===== src/rtl/uart_pkg.sv =====
// Shared UART definitions: state encoding, default timing constants and line levels.
package uart_pkg;

   typedef enum logic [2:0] {
      IDLE   = 3'd0,
      START  = 3'd1,
      DATA   = 3'd2,
      STOP   = 3'd3,
      PARITY = 3'd4
   } uart_state_e;

   localparam int   NB_DATA_DEF      = 8;
   localparam int   CLKS_PER_BIT_DEF = 5208;
   localparam logic LINE_IDLE        = 1'b1;

endpackage


===== src/rtl/baud_tick_gen.sv =====
// Bit-period timer: counts 0..CLKS_PER_BIT-1 and ticks in the last cycle of each bit.
// Held at zero while i_clear is high so every frame starts on a fresh bit boundary.
module baud_tick_gen #(
   parameter int CLKS_PER_BIT = 5208
) (
   input  logic clk,
   input  logic rst_n,
   input  logic i_clear,
   output logic o_tick
);

   localparam int CNT_W = (CLKS_PER_BIT > 2) ? $clog2(CLKS_PER_BIT) : 1;
   localparam logic [CNT_W-1:0] CNT_LAST = CNT_W'(CLKS_PER_BIT - 1);

   logic [CNT_W-1:0] cnt_q;
   logic [CNT_W-1:0] cnt_d;

   always_comb begin
      cnt_d  = cnt_q;
      o_tick = (cnt_q == CNT_LAST) && !i_clear;
      if (i_clear || (cnt_q == CNT_LAST)) begin
         cnt_d = '0;
      end else begin
         cnt_d = cnt_q + CNT_W'(1);
      end
   end

   always_ff @(posedge clk or negedge rst_n) begin
      if (!rst_n) begin
         cnt_q <= '0;
      end else begin
         cnt_q <= cnt_d;
      end
   end

endmodule


===== src/rtl/alu_result_uart_tx.sv =====
// UART transmitter for the ALU result: start strobe loads a word, sent LSB-first as 8N1/8N2.
// Define UART_TX_PARITY_EN to insert an even-parity bit between data and stop bits.
//
// state  | meaning
// IDLE   | line high, waiting for i_tx_start
// START  | start bit (line low)
// DATA   | shifting data bits out LSB-first
// PARITY | even parity bit (UART_TX_PARITY_EN only)
// STOP   | NB_STOP stop bits, done pulses in the final cycle
module alu_result_uart_tx
   import uart_pkg::*;
#(
   parameter int NB_DATA      = NB_DATA_DEF,
   parameter int CLKS_PER_BIT = CLKS_PER_BIT_DEF,
   parameter int NB_STOP      = 1
) (
   input  logic               clk,
   input  logic               rst_n,
   input  logic [NB_DATA-1:0] i_data,
   input  logic               i_tx_start,
   output logic               o_tx,
   output logic               o_tx_busy,
   output logic               o_tx_done
);

   localparam int IDX_W = (NB_DATA > 2) ? $clog2(NB_DATA) : 1;
   localparam logic [IDX_W-1:0] IDX_LAST_DATA = IDX_W'(NB_DATA - 1);
   localparam logic [IDX_W-1:0] IDX_LAST_STOP = IDX_W'(NB_STOP - 1);

   uart_state_e        state_q, state_d;
   logic [NB_DATA-1:0] shift_q, shift_d;
   logic [IDX_W-1:0]   bit_idx_q, bit_idx_d;
   logic               tx_q, tx_d;
   logic               done;
   logic               tick;
`ifdef UART_TX_PARITY_EN
   logic               parity_q, parity_d;
`endif

   baud_tick_gen #(
      .CLKS_PER_BIT (CLKS_PER_BIT)
   ) u_baud_tick_gen (
      .clk     (clk),
      .rst_n   (rst_n),
      .i_clear (state_q == IDLE),
      .o_tick  (tick)
   );

   always_comb begin
      state_d   = state_q;
      shift_d   = shift_q;
      bit_idx_d = bit_idx_q;
      done      = 1'b0;
`ifdef UART_TX_PARITY_EN
      parity_d  = parity_q;
`endif
      case (state_q)
         IDLE: begin
            if (i_tx_start) begin
               state_d   = START;
               shift_d   = i_data;
               bit_idx_d = '0;
`ifdef UART_TX_PARITY_EN
               parity_d  = ^i_data;
`endif
            end
         end
         START: begin
            if (tick) begin
               state_d   = DATA;
               bit_idx_d = '0;
            end
         end
         DATA: begin
            if (tick) begin
               shift_d = shift_q >> 1;
               if (bit_idx_q == IDX_LAST_DATA) begin
                  bit_idx_d = '0;
`ifdef UART_TX_PARITY_EN
                  state_d   = PARITY;
`else
                  state_d   = STOP;
`endif
               end else begin
                  bit_idx_d = bit_idx_q + IDX_W'(1);
               end
            end
         end
`ifdef UART_TX_PARITY_EN
         PARITY: begin
            if (tick) begin
               state_d   = STOP;
               bit_idx_d = '0;
            end
         end
`endif
         STOP: begin
            if (tick) begin
               if (bit_idx_q == IDX_LAST_STOP) begin
                  done      = 1'b1;
                  state_d   = IDLE;
                  bit_idx_d = '0;
               end else begin
                  bit_idx_d = bit_idx_q + IDX_W'(1);
               end
            end
         end
         default: state_d = IDLE;
      endcase

      // Line level is decided from the next state so o_tx changes on the same edge as the FSM.
      case (state_d)
         START:   tx_d = 1'b0;
         DATA:    tx_d = shift_d[0];
`ifdef UART_TX_PARITY_EN
         PARITY:  tx_d = parity_q;
`endif
         default: tx_d = LINE_IDLE;
      endcase
   end

   always_ff @(posedge clk or negedge rst_n) begin
      if (!rst_n) begin
         state_q   <= IDLE;
         shift_q   <= '0;
         bit_idx_q <= '0;
         tx_q      <= LINE_IDLE;
`ifdef UART_TX_PARITY_EN
         parity_q  <= 1'b0;
`endif
      end else begin
         state_q   <= state_d;
         shift_q   <= shift_d;
         bit_idx_q <= bit_idx_d;
         tx_q      <= tx_d;
`ifdef UART_TX_PARITY_EN
         parity_q  <= parity_d;
`endif
      end
   end

   assign o_tx      = tx_q;
   assign o_tx_busy = (state_q != IDLE);
   assign o_tx_done = done;

endmodule


===== config.mk =====
export PLATFORM = sky130hd
export DESIGN_NAME = alu_result_uart_tx
export DESIGN_NICKNAME = d
export VERILOG_FILES = /design/src/rtl/uart_pkg.sv /design/src/rtl/baud_tick_gen.sv /design/src/rtl/alu_result_uart_tx.sv
export SDC_FILE = /design/constraint.sdc
export NUM_CORES = 1
export LEC_CHECK = 0
export ABC_AREA = 1
export BUFFER_PORTS_ARGS = -buffer_cell sky130_fd_sc_hd__buf_2
export CAP_MARGIN = 5
export CORE_MARGIN = 2
export CORE_UTILIZATION = 40
export DETAILED_ROUTE_END_ITERATION = 10
export SLEW_MARGIN = 20
export SYNTH_ARGS = -nofsm -noshare
export SYNTH_HDL_FRONTEND = slang
export SYNTH_SLANG_ARGS = --single-unit

===== constraint.sdc =====
create_clock -name clk -period 1.8 [get_ports clk]
set_input_delay 0 -clock clk [delete_from_list [all_inputs] [get_ports clk]]
set_output_delay 0 -clock clk [all_outputs]
set_load 0.02 [all_outputs]

==> run_results.csv, run 1 <==
group,metric,value,unit
timing,fmaxAchievable,0.617,GHz
timing,min_period,1620,ps
place,dp_hpwl,2100,um
synthesis,ys.warnings.count,0,
floorplan,io_pins,14,
pwr,powerDensity,709,nW/um^2
timing,slew_headroom,0.592,
global_routing,antenna_found_initial,0,
clock_network,clk_pin_slew,90,ps
setup_path,worstPathRequired,1800,ps
layout,final_net_count,227,
setup_path,r2r-end,"shift_q[5]",
layout,final_common_cell,"nand2_1",
synthesis,synth.top_cell.area_share,0.439,
worst_hold_path,hp-class,"input port to async pin",
route,wl,2730,um
timing,min_period_over_period,0.900,
layout,area_growth,17.4,%
synthesis,synth_cells,184,
setup_path,cp_max_fo,5,
synthesis,yosys-top-cells-area,"dfrtp_1 44%, nand2_1 8.8%, inv_1 6.1%",
timing,whs,266,ps
floorplan,initial_core_util,0.417,
timing,finalSetupViolCount,0,
setup_path,reg2reg_slack,240,ps
setup_path,r2r_start,"u_baud_tick_gen.cnt_q[0]",
clock_network,cts_tree,"built",
place,port_buffers,13,
route,drt_iter0_drc,62,
layout,drive_gt1_frac,0.213,
place,place_congestion,0.829,
timing,rsz0062_at_grt,"false",
synthesis,avgSynthCellArea,8.36,um^2
clock_network,clock_path_buffers,2,
timing,max_slew.worst_pin.slew,612,ps
floorplan,die_y,66.0,um
floorplan,rows,22,
clock_network,cts_sinks,28,
clock_network,h-tree-depth,1,
pwr,vdd.ir_drop.worst,0.483,mV
global_routing,grt_max_degree,29,
route,drt-vias-per-instance,4.61,
layout,final_cell_mix,"36 x nand2_1, 27 x dfrtp_1, 25 x inv_1",
setup_path,path_class,"register to output pin",
clock_network,clk_latency,270,ps
global_routing,grt_pass1_wl,4910,um
timing,hold_violations,0,
setup_path,ff2ff_path_depth,10,
synthesis,synth-seq-cells,28,
global_routing,grt_pass1_vias,1153,
timing,final_max_slew_viol_count,0,
synthesis,yosysTopAreaCell,"dfrtp_1",
timing,skew,6.58,ps
floorplan,die_x,66.0,um
clock_network,post_cts.repair.setup_buffers,0,
route,avgRoutedWirePerCell,10.5,um
clock_network,cts_resized,0,
layout,final-instance-count-excl-fill,259,
timing,setup_tns,0,ps
synthesis,synth_area,1540,um^2
clock_network,cts_root_buffer,"clkbuf_8",
outcome,status,"finished, final reports clean",
pwr,p_leak,0.000921,uW
global_routing,grt_usage,0.145,
synthesis,ys_seq_area_frac,0.456,
layout,antenna_cells,0,
setup_path,cp.arrival,1620,ps
global_routing,overflow,0,
setup_path,startpoint_type,"register",
floorplan,die_area,4360,um^2
clock_network,ctsHoldBuffers,9,
synthesis,synth_nets,199,
job,maxCapViolCount,0,
route,ant_nets,0,
setup_path,endpoint_kind,"output pin",
synthesis,synth_cell_types,28,
route,drc,0,
route,dr.pass1.iters,4,
clock_network,cts_buffers,3,
route,vias,1193,
place,dp.cells,246,
floorplan,core_area,3690,um^2
kinds of logic (layout without fill, tap and decap cells):
family,count (synthesis),in the layout,share of synthesized area
AND/OR/NAND/NOR,95,95,0.339
buffers and inverters,33,60,0.0805
flip-flops,28,28,0.456
AO/OA/AOI/OAI,22,22,0.0837
adder cells (fa/ha/maj),4,4,0.0325
other,1,1,0.00244
XOR/XNOR,1,1,0.00569
metrics by stage:
stage               power [uW]   util  worst slack [ps]  instance area, um^2
global route              1370  0.490              12.4                 1810
floorplan                  879      -               399                 1540
global placement           943  0.453               323                 1670
finish                    1280  0.490               179                 1810
detailed placement         945  0.453               245                 1670
CTS                       1310  0.490               160                 1810
area by class of cell:
cell class,count,area (um^2)
tap,48,60.1
clock buffer,4,45.0
inverter,33,124
sequential,28,702
timing repair buffer,23,163
multi-input combinational,123,713
fill,362,1880
power breakdown:
| part | switching, uW | internal (uW) |
|---|---|---|
| logic | 125 | 85.1 |
| registers | 35.4 | 698 |
| clock network | 179 | 158 |
how the worst max path moves through the flow:
stage / end / cells past startpoint / startpoint / slack (ps)
finish: o_tx_done / 8 / u_baud_tick_gen.cnt_q[0] / 180
global route: o_tx_done / 8 / u_baud_tick_gen.cnt_q[0] / 10
CTS: o_tx_done / 8 / u_baud_tick_gen.cnt_q[0] / 160
detailed placement: shift_q[5] / 10 / u_baud_tick_gen.cnt_q[0] / 240
global placement: shift_q[1] / 10 / u_baud_tick_gen.cnt_q[0] / 320
floorplan: shift_q[1] / 10 / u_baud_tick_gen.cnt_q[0] / 400
state kept, by name, summed over array words and instances, names as in the netlist:
signal / cells
u_baud_tick_gen.cnt_q: 13
shift_q: 8
bit_idx_q: 3
state_q: 3
o_tx: 1
synthesized netlist by cell type:
library cell	number
nor3_2	1
ha_1	4
inv_2	6
nand4_1	3
a21oi_1	7
inv_1	25
nor2_2	3
o211ai_1	3
dfrtp_1	27
o21ai_1	1
xor2_1	1
nand3_1	11
o21ai_0	8
nor2_8	2
conb_1	1
nor2_1	18
nand2_2	6
clkinv_1	2
nand3_4	2
nor2_4	1
dfstp_2	1
nor3b_2	1
nand4_2	1
nand3_2	3
nand2_1	36
o221ai_1	3
and3_2	1
nor3_1	6
critical path, stage by stage, from the launching register on:
cell     delay, ps
dfrtp_1        380
ha_1           170
nand2_1         80
inv_2           90
nand2_2         90
nor2_8         150
nand4_2        100
nor2_1         110
buf_2          170
metal layers:
metal	global-route usage	vias up	part of all wire
met2	0.235	10	0.46
li1	-	643	-
met1	0.195	538	0.50
met5	0	-	0
met3	0.0375	2	0.032
met4	0.0306	0	0.0066
Power figures use the tool's default switching activity.
==> inputs of run 2 (changes only) <==
--- a/config.mk
+++ b/config.mk
@@ -8,6 +8,7 @@
 export ABC_AREA = 1
 export BUFFER_PORTS_ARGS = -buffer_cell sky130_fd_sc_hd__buf_2
 export CAP_MARGIN = 5
+export CORE_ASPECT_RATIO = 0.5
 export CORE_MARGIN = 2
 export CORE_UTILIZATION = 40
 export DETAILED_ROUTE_END_ITERATION = 10
==> run 2 against run 1 <==
Via count up 1.2%. Global-route usage up 0.91 points. Utilization up 2.9 points. Worst hold slack about the same. Register-to-register slack better by 20 ps. Highest routed layer unchanged. Sequential cell count unchanged. Critical path type unchanged. Critical path depth unchanged. Design area up 2.4%. Sequential power about the same. Largest cell class unchanged.
==> run_results.csv, run 2 (synthesis results as in run 1) <==
group,metric,value,unit
timing,rsz0062_at_grt,"false",
setup_path,startpoint_type,"register",
pwr,seqPwrFrac,0.506,
timing,max_slew.worst_pin.slew,656,ps
route,dr.pass1.iters,4,
route,drt-vias-per-instance,4.59,
timing,min_period,1610,ps
setup_path,endpoint_kind,"output pin",
timing,finalSetupViolCount,0,
pwr,vdd.ir_drop.worst,0.513,mV
clock_network,clock_path_buffers,2,
layout,final_common_cell,"nand2_1",
route,vias,1207,
setup_path,cp_max_fo,5,
layout,drive_gt1_frac,0.226,
global_routing,grt_pass1_wl,5150,um
pwr,swShare,0.253,
pwr,p_sw,367,uW
clock_network,h-tree-depth,1,
pwr,comb_power_share,0.150,
global_routing,grt_pass1_vias,1101,
place,dp_hpwl,2110,um
setup_path,worstPathRequired,1800,ps
floorplan,io_pins,14,
layout,final_cell_mix,"36 x nand2_1, 27 x dfrtp_1, 25 x inv_1",
floorplan,die_x,91.7,um
floorplan,core_area,3570,um^2
clock_network,cts_buffers,3,
timing,final_max_slew_viol_count,0,
pwr,p_leak,0.000939,uW
global_routing,grt_max_degree,29,
worst_hold_path,hp-class,"input port to async pin",
timing,hold_violations,0,
place,place_congestion,0.891,
layout,final_net_count,228,
timing,min_period_over_period,0.894,
layout,largestRegisters,"u_baud_tick_gen.cnt_q: 13 flops, shift_q: 8 flops",
clock_network,clk_pin_slew,100,ps
floorplan,rows,15,
job,maxCapViolCount,0,
clock_network,cts_tree,"built",
pwr,p_clk_frac,0.344,
setup_path,cp.arrival,1610,ps
outcome,status,"finished, final reports clean",
layout,regMostFlops,"u_baud_tick_gen.cnt_q",
timing,setup_tns,0,ps
timing,fmaxAchievable,0.622,GHz
route,avgRoutedWirePerCell,11.1,um
place,place_ws,251,ps
timing,skew,8.21,ps
timing,finalWorstSetupSlack,191,ps
global_routing,antenna_found_initial,0,
route,drc,0,
layout,largest_register_ffs,13,
route,ant_nets,0,
route,wl,2910,um
global_routing,overflow,0,
place,port_buffers,13,
timing,slew_headroom,0.562,
floorplan,die_y,47.9,um
setup_path,path_class,"register to output pin",
floorplan,initial_core_util,0.432,
clock_network,clk_latency,280,ps
floorplan,die_area,4390,um^2
pwr,powerDensity,786,nW/um^2
clock_network,cts_sinks,28,
layout,fill_cells,342,
route,drt_iter0_drc,46,
layout,antenna_cells,0,
clock_network,cts_root_buffer,"clkbuf_8",
global_routing,grt_usage,0.154,
pwr,p_int,1090,uW
layout,area_growth,20.2,%
[run 2: final timing paths]
path | slack [ps] | end | from | cells past startpoint
worst max-delay path | 190 | o_tx_done | u_baud_tick_gen.cnt_q[0] | 8
worst min-delay path | 270 | u_baud_tick_gen.cnt_q[8] | rst_n | 2
worst max register to register | 260 | shift_q[5] | u_baud_tick_gen.cnt_q[0] | 10
worst min register to register | 510 | u_baud_tick_gen.cnt_q[9] | u_baud_tick_gen.cnt_q[9] | 1
max in group asynchronous | 1100 | state_q[2] | rst_n | 2
min in group clk | 270 | shift_q[0] | i_tx_start | 4
[run 2: final cells by class]
cell class	instances	area (um^2)	area share
clock inverter	1	30.0	0.0162
inverter	33	124	0.0670
clock buffer	3	41.3	0.0223
sequential	28	702	0.380
tap	51	63.8	0.0345
timing repair buffer	24	173	0.0934
multi-input combinational	123	716	0.387
[run 2: routing by layer]
| layer | GRT usage | part of all wire |
|---|---|---|
| met4 | 0.0448 | 0.0072 |
| met1 | 0.204 | 0.50 |
| met3 | 0.0425 | 0.031 |
| met5 | 0 | 0 |
| met2 | 0.256 | 0.46 |
[run 2: per-stage QoR]
stage          hold slack, ps  std cells  area (um^2)   util  power (uW)
2_1_floorplan            -296        184         1540      -         879
3_3_place_gp             60.0        249         1680  0.470         945
3_5_place_dp             76.1        249         1680  0.470         946
4_1_cts                   254        262         1840  0.515        1470
5_1_grt                   297        263         1850  0.519        1540
6_report                  266        263         1850  0.519        1450
[run 2: critical path, stage by stage (launching register included)]
cell	delay, ps
dfrtp_1	360
ha_1	170
nand2_1	90
inv_2	100
nand2_2	90
nor2_8	160
nand4_2	120
nor2_2	110
buf_4	140
[run 2: what timing repair did]
action | 4_1_cts | 5_1_grt
hold buffers | 9 | 0
endpoints found under the setup margin | 0 | 1
buffers inserted | 0 | 1
endpoints found under the hold margin | 35 | 0
gates resized for setup | 0 | 2
[run 2: power by group through the flow]
stage,clock (uW),combinational (uW),sequential [uW]
global route,531,259,746
detailed placement,0,199,747
global placement,0,198,747
finish,500,218,735
CTS,522,215,734
floorplan,0,136,743
